**config.mk**
```make
export PLATFORM = sky130hd
export DESIGN_NAME = sin_voice_sched
export DESIGN_NICKNAME = d
export VERILOG_FILES = /design/src/rtl/synth_pkg.sv /design/src/rtl/voice_phase_bank.sv /design/src/rtl/sin_voice_sched.sv
export SDC_FILE = /design/constraint.sdc
export NUM_CORES = 1
export LEC_CHECK = 0
export ABC_AREA = 1
export BUFFER_PORTS_ARGS = -buffer_cell sky130_fd_sc_hd__buf_2
export CAP_MARGIN = 40
export CORE_UTILIZATION = 25
export DETAILED_ROUTE_END_ITERATION = 7
export GPL_ROUTABILITY_DRIVEN = 0
export HOLD_SLACK_MARGIN = 0.15
export PLACE_DENSITY = 0.39
export SYNTH_ARGS = -nofsm -noshare
export SYNTH_HDL_FRONTEND = slang
export SYNTH_SLANG_ARGS = --single-unit
```
**constraint.sdc**
```tcl
create_clock -name clk -period 8.2 [get_ports clk]
set_input_delay 0 -clock clk [delete_from_list [all_inputs] [get_ports clk]]
set_output_delay 0 -clock clk [all_outputs]
set_load 0.02 [all_outputs]
```
**src/rtl/synth_pkg.sv**
```systemverilog
// rtl/synth_pkg.sv - shared scheduler types and width helpers for the voice synth
package synth_pkg;

    typedef enum logic [1:0] {
        IDLE  = 2'd0,
        ISSUE = 2'd1,
        DRAIN = 2'd2
    } sched_state_t;

    function automatic int voice_idx_w(input int n);
        return (n <= 1) ? 1 : $clog2(n);
    endfunction

    // Full-precision mix width: one extra bit per doubling of the voice count.
    function automatic int sample_width(input int data_w, input int n);
        return data_w + voice_idx_w(n);
    endfunction

endpackage

```
**src/rtl/voice_phase_bank.sv**
```systemverilog
// rtl/voice_phase_bank.sv - per-voice tuning words and phase accumulators
module voice_phase_bank
    import synth_pkg::*;
#(
    parameter int NUM_VOICES  = 4,
    parameter int PHASE_WIDTH = 32,
    parameter int ADDR_WIDTH  = 8
) (
    input  logic                                 clk,
    input  logic                                 reset,
    input  logic                                 wr_en,
    input  logic [voice_idx_w(NUM_VOICES)-1:0]   wr_voice,
    input  logic [PHASE_WIDTH-1:0]               wr_data,
    input  logic [voice_idx_w(NUM_VOICES)-1:0]   sel,
    input  logic                                 adv,
    input  logic                                 clr,
    output logic [ADDR_WIDTH-1:0]                rd_addr
);

    logic [PHASE_WIDTH-1:0] ftw   [NUM_VOICES];
    logic [PHASE_WIDTH-1:0] phase [NUM_VOICES];

    // A write landing on the selected voice's advance edge still advances by the old word.
    always_ff @(posedge clk) begin
        if (reset) begin
            for (int v = 0; v < NUM_VOICES; v++) begin
                ftw[v]   <= '0;
                phase[v] <= '0;
            end
        end else begin
            if (wr_en) begin
                ftw[wr_voice] <= wr_data;
            end
            if (adv) begin
                phase[sel] <= clr ? '0 : phase[sel] + ftw[sel];
            end
        end
    end

    assign rd_addr = phase[sel][PHASE_WIDTH-1 -: ADDR_WIDTH];

endmodule

```
**src/rtl/sin_voice_sched.sv**
```systemverilog
// rtl/sin_voice_sched.sv - shares one sine ROM across DDS voices and mixes them per tick
module sin_voice_sched
    import synth_pkg::*;
#(
    parameter int NUM_VOICES  = 4,
    parameter int PHASE_WIDTH = 32,
    parameter int ADDR_WIDTH  = 8,
    parameter int DATA_WIDTH  = 16
) (
    input  logic                                              clk,
    input  logic                                              reset,
    input  logic                                              tick,
    input  logic                                              wr_en,
    input  logic [voice_idx_w(NUM_VOICES)-1:0]                wr_voice,
    input  logic [PHASE_WIDTH-1:0]                            wr_data,
    input  logic [NUM_VOICES-1:0]                             voice_en,
    output logic [ADDR_WIDTH-1:0]                             rom_addr,
    input  logic [DATA_WIDTH-1:0]                             rom_dout,
    output logic [sample_width(DATA_WIDTH, NUM_VOICES)-1:0]   sample,
    output logic                                              sample_valid,
    output logic                                              busy,
    output logic                                              overrun,
    input  logic                                              clr_overrun
);

    localparam int IDX_W = voice_idx_w(NUM_VOICES);
    localparam int SW    = sample_width(DATA_WIDTH, NUM_VOICES);

    sched_state_t          state, state_nx;
    logic [IDX_W-1:0]      idx;
    logic                  d_valid;
    logic                  d_en;
    logic signed [SW-1:0]  acc;
    logic signed [SW-1:0]  acc_nx;
    logic signed [SW-1:0]  term;
    logic [ADDR_WIDTH-1:0] cur_addr;
    logic [ADDR_WIDTH-1:0] addr_hold;
    logic                  issue;

    assign issue = (state == ISSUE);
    assign busy  = (state != IDLE);

    voice_phase_bank #(
        .NUM_VOICES  (NUM_VOICES),
        .PHASE_WIDTH (PHASE_WIDTH),
        .ADDR_WIDTH  (ADDR_WIDTH)
    ) u_bank (
        .clk      (clk),
        .reset    (reset),
        .wr_en    (wr_en),
        .wr_voice (wr_voice),
        .wr_data  (wr_data),
        .sel      (idx),
        .adv      (issue),
        .clr      (!voice_en[idx]),
        .rd_addr  (cur_addr)
    );

    // Outside ISSUE the address just parks on the last value issued.
    assign rom_addr = issue ? cur_addr : addr_hold;

    always_comb begin
        state_nx = state;
        case (state)
            IDLE:    if (tick) state_nx = ISSUE;
            ISSUE:   if (idx == IDX_W'(NUM_VOICES - 1)) state_nx = DRAIN;
            DRAIN:   state_nx = IDLE;
            default: state_nx = IDLE;
        endcase
    end

    // rom_dout belongs to the voice issued one cycle earlier, tracked by d_valid/d_en.
    always_comb begin
        term   = '0;
        if (d_valid && d_en) begin
            term = {{(SW - DATA_WIDTH){rom_dout[DATA_WIDTH-1]}}, rom_dout};
        end
        acc_nx = acc + term;
    end

    always_ff @(posedge clk) begin
        if (reset) begin
            state        <= IDLE;
            idx          <= '0;
            d_valid      <= 1'b0;
            d_en         <= 1'b0;
            acc          <= '0;
            addr_hold    <= '0;
            sample       <= '0;
            sample_valid <= 1'b0;
            overrun      <= 1'b0;
        end else begin
            state        <= state_nx;
            sample_valid <= 1'b0;
            d_valid      <= issue;
            d_en         <= issue && voice_en[idx];
            case (state)
                IDLE: begin
                    if (tick) begin
                        idx <= '0;
                        acc <= '0;
                    end
                end
                ISSUE: begin
                    idx       <= idx + IDX_W'(1);
                    acc       <= acc_nx;
                    addr_hold <= cur_addr;
                end
                DRAIN: begin
                    acc          <= acc_nx;
                    sample       <= acc_nx;
                    sample_valid <= 1'b1;
                end
                default: ;
            endcase
            if (tick && busy) begin
                overrun <= 1'b1;
            end else if (clr_overrun) begin
                overrun <= 1'b0;
            end
        end
    end

endmodule

```
==> results by stage <==
Synthesis:
- Sorting the synthesized cells by how often they occur yields sky130_fd_sc_hd__nor2_1 (446), sky130_fd_sc_hd__nand2_1 (395), sky130_fd_sc_hd__edfxtp_1 (256).
- By area the synthesized netlist is led by sky130_fd_sc_hd__edfxtp_1 (46%), sky130_fd_sc_hd__nor2_1 (10%), sky130_fd_sc_hd__nand2_1 (8.9%).
- The net count after synthesis is approximately 2100.
- The synthesized area divided by synthesized cell count is roughly 8.3 sq um.
- The number of enable-type register cells in the synthesized netlist is between 200 and 300.
- In the post-synthesis netlist, the cell with the most instances is sky130_fd_sc_hd__nor2_1.
- The synthesized design devotes to its leading area cell type 46.27% of total area.
- The cell type with the largest total area after synthesis is sky130_fd_sc_hd__edfxtp_1.
- Synthesis handed over a netlist of between 1500 and 2000 instances.
- Summing every instance area after synthesis gives 16610 sq um.
- The proportion of synthesized flip-flops having asynchronous set or reset is 0%.
- Among all flip-flop cells after synthesis, the most frequent one is sky130_fd_sc_hd__edfxtp_1.
- In this run, distinct cell masters in the synthesized netlist total 45.
- The count of warnings emitted by yosys is 0.
- The sequential-to-total area share from yosys stat is between 50% and 60%.
- The post-synthesis sequential element count is a little over 300.

STA:
- Setup repair after global routing left no endpoint under its margin.
- Timing would allow up to 0.2358 GHz.
- For the pin with the worst max-slew slack, the measured transition is about 0.96 ns.
- The time the final worst path needs with I/O delays and setup is roughly 4.2 ns.
- Setup violations remaining at the end of the flow were counted as 0.
- For the final routed database, the setup TNS stands at 0 ns.
- The tightest hold path in the finished design has a slack of about 0.17 ns.
- The final number of max-transition violations is 0.
- The worst path uses around half of the clock period.
- Across the routed clock network, the largest skew measured is roughly 0.021 ns.
- The worst path meets setup with slightly below 4 ns of slack.
- The relative slew slack is a little over a third.
- The final hold violation count is 0.

Clock tree:
- The later pin in the worst-skew pair is clocked with a latency of approximately 0.57 ns.
- Once the clock tree was built, the resizer swapped 0 gates to a different size.
- The number of sinks on the clock net is 310.
- The master cell of the clock root buffer is sky130_fd_sc_hd__clkbuf_16.
- Clock-pin slew was measured on the worst setup and hold paths at ~0.060 ns.
- TritonCTS built the clock tree.
- The clock tree buffer depth is 3.
- Clock tree synthesis inserted a total of between 40 and 50 buffers.
- In this run the number of H-tree levels came out at 2.

Global routing:
- The largest net degree at the start of global routing is 77.
- The initial antenna violation count is 0.
- The total global-route track usage is around 16%.
- The first global-routing pass estimated between 70 and 80 mm of wire.
- The number of global-route vias before repair is 13360.
- After global routing the overflow that remains totals 0.

Min path:
- The type of the tightest min-delay check is in -> reg.
- The worst hold path begins at voice_en[3].

Place:
- Prior to clock tree synthesis, the placed netlist has a worst setup slack of ~4 ns.
- The HPWL reported at the end of detailed placement is 34.16 mm.
- Including well taps, the total number of placed cells is 2891.
- In this run the cell area measured after placement is ~18000 sq um.
- The number of input and output port buffers inserted is 87.

Setup path:
- The worst setup path is launched from a flip-flop.
- The maximum fanout along the worst path is 74.
- Counting both buffers and inverters, the worst setup path holds a total of 5.
- The data arrival time of the worst path is 4.54 ns.
- The largest individual stage delay along the critical path comes from the cell sky130_fd_sc_hd__buf_4.
- The worst setup path is of the reg -> reg kind.
- The signal on the critical path passes through buf_4 > buf_4 > o21ai_0 > o22ai_1 > ha_1 > nand2_1 > inv_1 > nand2_1 > inv_1 > nand2_1 > inv_1 > a21oi_1 > nand3_1 > nand3_2 > nor2_1.
- The nature of the critical path endpoint is a flip-flop.
- The cell family contributing the most delay on the critical path is buffers and inverters.
- In this design, the stage delay of the slowest critical-path cell is between 0.7 and 0.8 ns.
- The required time at the endpoint of the critical path is around 8.5 ns.

Pwr:
- The design draws 5.812 mW.
- Power spread over the standard cell area amounts to 291.4 nW/um^2.
- The leakage power summed over all cells is 8.708 nW.
- VDD sags by at most 0.0001334 V.

Final layout:
- The area used by sequential logic in the layout is 8773 sq um.
- The final standard cell area without fillers is between 15000 and 20000 sq um.
- The repair_antennas step left the layout with diodes totalling 0.
- The final net count is ~2200.
- Counting the fill cells in the layout gives ~7100.
- Compared with the post-synthesis result, the final layout area differs by 20.06%.
- The final core utilization is roughly 30%.
- Once layout is complete, the cells apart from fillers number ~3000.
- Summing all multi-input logic gate instances after layout gives around 6500 sq um.
- The post-route netlist has approximately an eighth of its cells at a drive strength greater than 1.

Die:
- The die area is around 67000 sq um.
- The count of standard-cell rows is 94.
- Measured along the x axis, the die boundary spans 259.8 microns.
- For this configuration, the core starts out at a cell density of between 20% and 30%.
- The standard cell core area is about 66000 sq um.
- During I/O placement, the number of pins put on the boundary was slightly below 90.
- The die extent in y is 259.8 microns.

Detailed routing:
- The average wire length per cell after detail routing is around 17 microns.
- The total wire length is between 50 and 60 mm.
- The average via count per standard cell is approximately 4.5.
- The total iterations of the first detailed-routing run is 5.
- The count of routing violations after the opening detailed-route iteration is 741.
- For this run, design rule violations remaining after detail routing come to 0.
- The count of nets left with antenna violations once routing finished came out at 0.
- Detailed routing inserted a total of 13425 vias.

Run:
- The tool flagged a number of max-cap violations equal to 0.

Outcome:
- The run finished with clean final reports.
-- worst paths after layout --
| path | endpoint | slack (ns) | depth (start not counted) |
|---|---|---|---|
| max | u_bank.phase[2][25] | 3.96 | 15 |
| min | u_bank.phase[3][6] | 0.17 | 5 |
| max reg2reg | u_bank.phase[2][25] | 3.96 | 15 |
| min reg2reg | acc[0] | 0.47 | 2 |
-- metal layers --
layer	GRT usage, %	wire [microns]
met5	0	0
met4	4.167	1113
met3	2.290	1807
met2	26.33	24640
met1	20.54	24550
-- cell usage in the layout (no fill, tap or decap), types with 4 or more instances in the layout --
cell	n
sky130_fd_sc_hd__a21o_1	5
sky130_fd_sc_hd__a21oi_1	64
sky130_fd_sc_hd__and2_1	4
sky130_fd_sc_hd__buf_16	4
sky130_fd_sc_hd__buf_2	87
sky130_fd_sc_hd__buf_4	19
sky130_fd_sc_hd__clkbuf_1	10
sky130_fd_sc_hd__clkbuf_16	41
sky130_fd_sc_hd__clkinv_1	4
sky130_fd_sc_hd__clkinv_2	9
sky130_fd_sc_hd__dfxtp_1	52
sky130_fd_sc_hd__dlygate4sd3_1	51
sky130_fd_sc_hd__edfxtp_1	256
sky130_fd_sc_hd__ha_1	52
sky130_fd_sc_hd__inv_1	250
sky130_fd_sc_hd__inv_2	14
sky130_fd_sc_hd__nand2_1	388
sky130_fd_sc_hd__nand2_2	21
sky130_fd_sc_hd__nand3_1	44
sky130_fd_sc_hd__nand3_2	22
sky130_fd_sc_hd__nand3b_1	8
sky130_fd_sc_hd__nand4_1	6
sky130_fd_sc_hd__nor2_1	446
sky130_fd_sc_hd__nor2_2	19
sky130_fd_sc_hd__nor3_1	12
sky130_fd_sc_hd__nor3_2	5
sky130_fd_sc_hd__o21ai_0	143
sky130_fd_sc_hd__o21bai_1	4
sky130_fd_sc_hd__o22ai_1	61
sky130_fd_sc_hd__xnor2_1	4
sky130_fd_sc_hd__xor2_1	8
-- power by group --
part,total (mW),switching (mW),internal [mW]
Clock,1.76,0.715,1.04
Sequential,1.91,0.0498,1.87
Combinational,2.14,1.50,0.634
-- cell families (layout without fill, tap and decap cells) --
| logic type | count (synthesis) | in the layout | share of synthesized area, % |
|---|---|---|---|
| compound gates | 286 | 286 | 9.361 |
| simple gates | 984 | 984 | 24.89 |
| mux | 1 | 1 | 0.06025 |
| flops | 310 | 310 | 52.78 |
| xor+xnor | 12 | 12 | 0.6326 |
| fa+ha+maj | 54 | 54 | 4.157 |
| buf+inv | 346 | 505 | 8.119 |
-- tightest hold or removal path: stages --
cell and delay (ns):
sky130_fd_sc_hd__buf_2 0.09, sky130_fd_sc_hd__nor2_1 0.12, sky130_fd_sc_hd__o22ai_2 0.12, sky130_fd_sc_hd__nand2_4 0.17, sky130_fd_sc_hd__nor3_2 0.07
-- layout make-up --
class	count	area share, %
timing repair buffer	164	6.285
clock inverter	20	0.9472
inverter	267	5.050
multi-input combinational	1337	32.78
sequential	310	43.98
clock buffer	54	5.539
tap	864	5.420
-- state kept, by name, indices dropped and copies added (netlist names), named ones only --
register / cells
d_valid: 1
u_bank.phase: 128
overrun: 1
sample: 18
acc: 18
idx: 2
addr_hold: 8
sample_valid: 1
state: 2
d_en: 1
u_bank.ftw: 128
-- timing repair --
| item | in CTS | in global routing |
|---|---|---|
| endpoints found under the hold margin | 179 | 0 |
| setup endpoints to repair | 0 | 0 |
| buffers inserted | 0 | 0 |
| hold buffers | 51 | 0 |
Note: power is estimated with default switching activity, not from simulation.
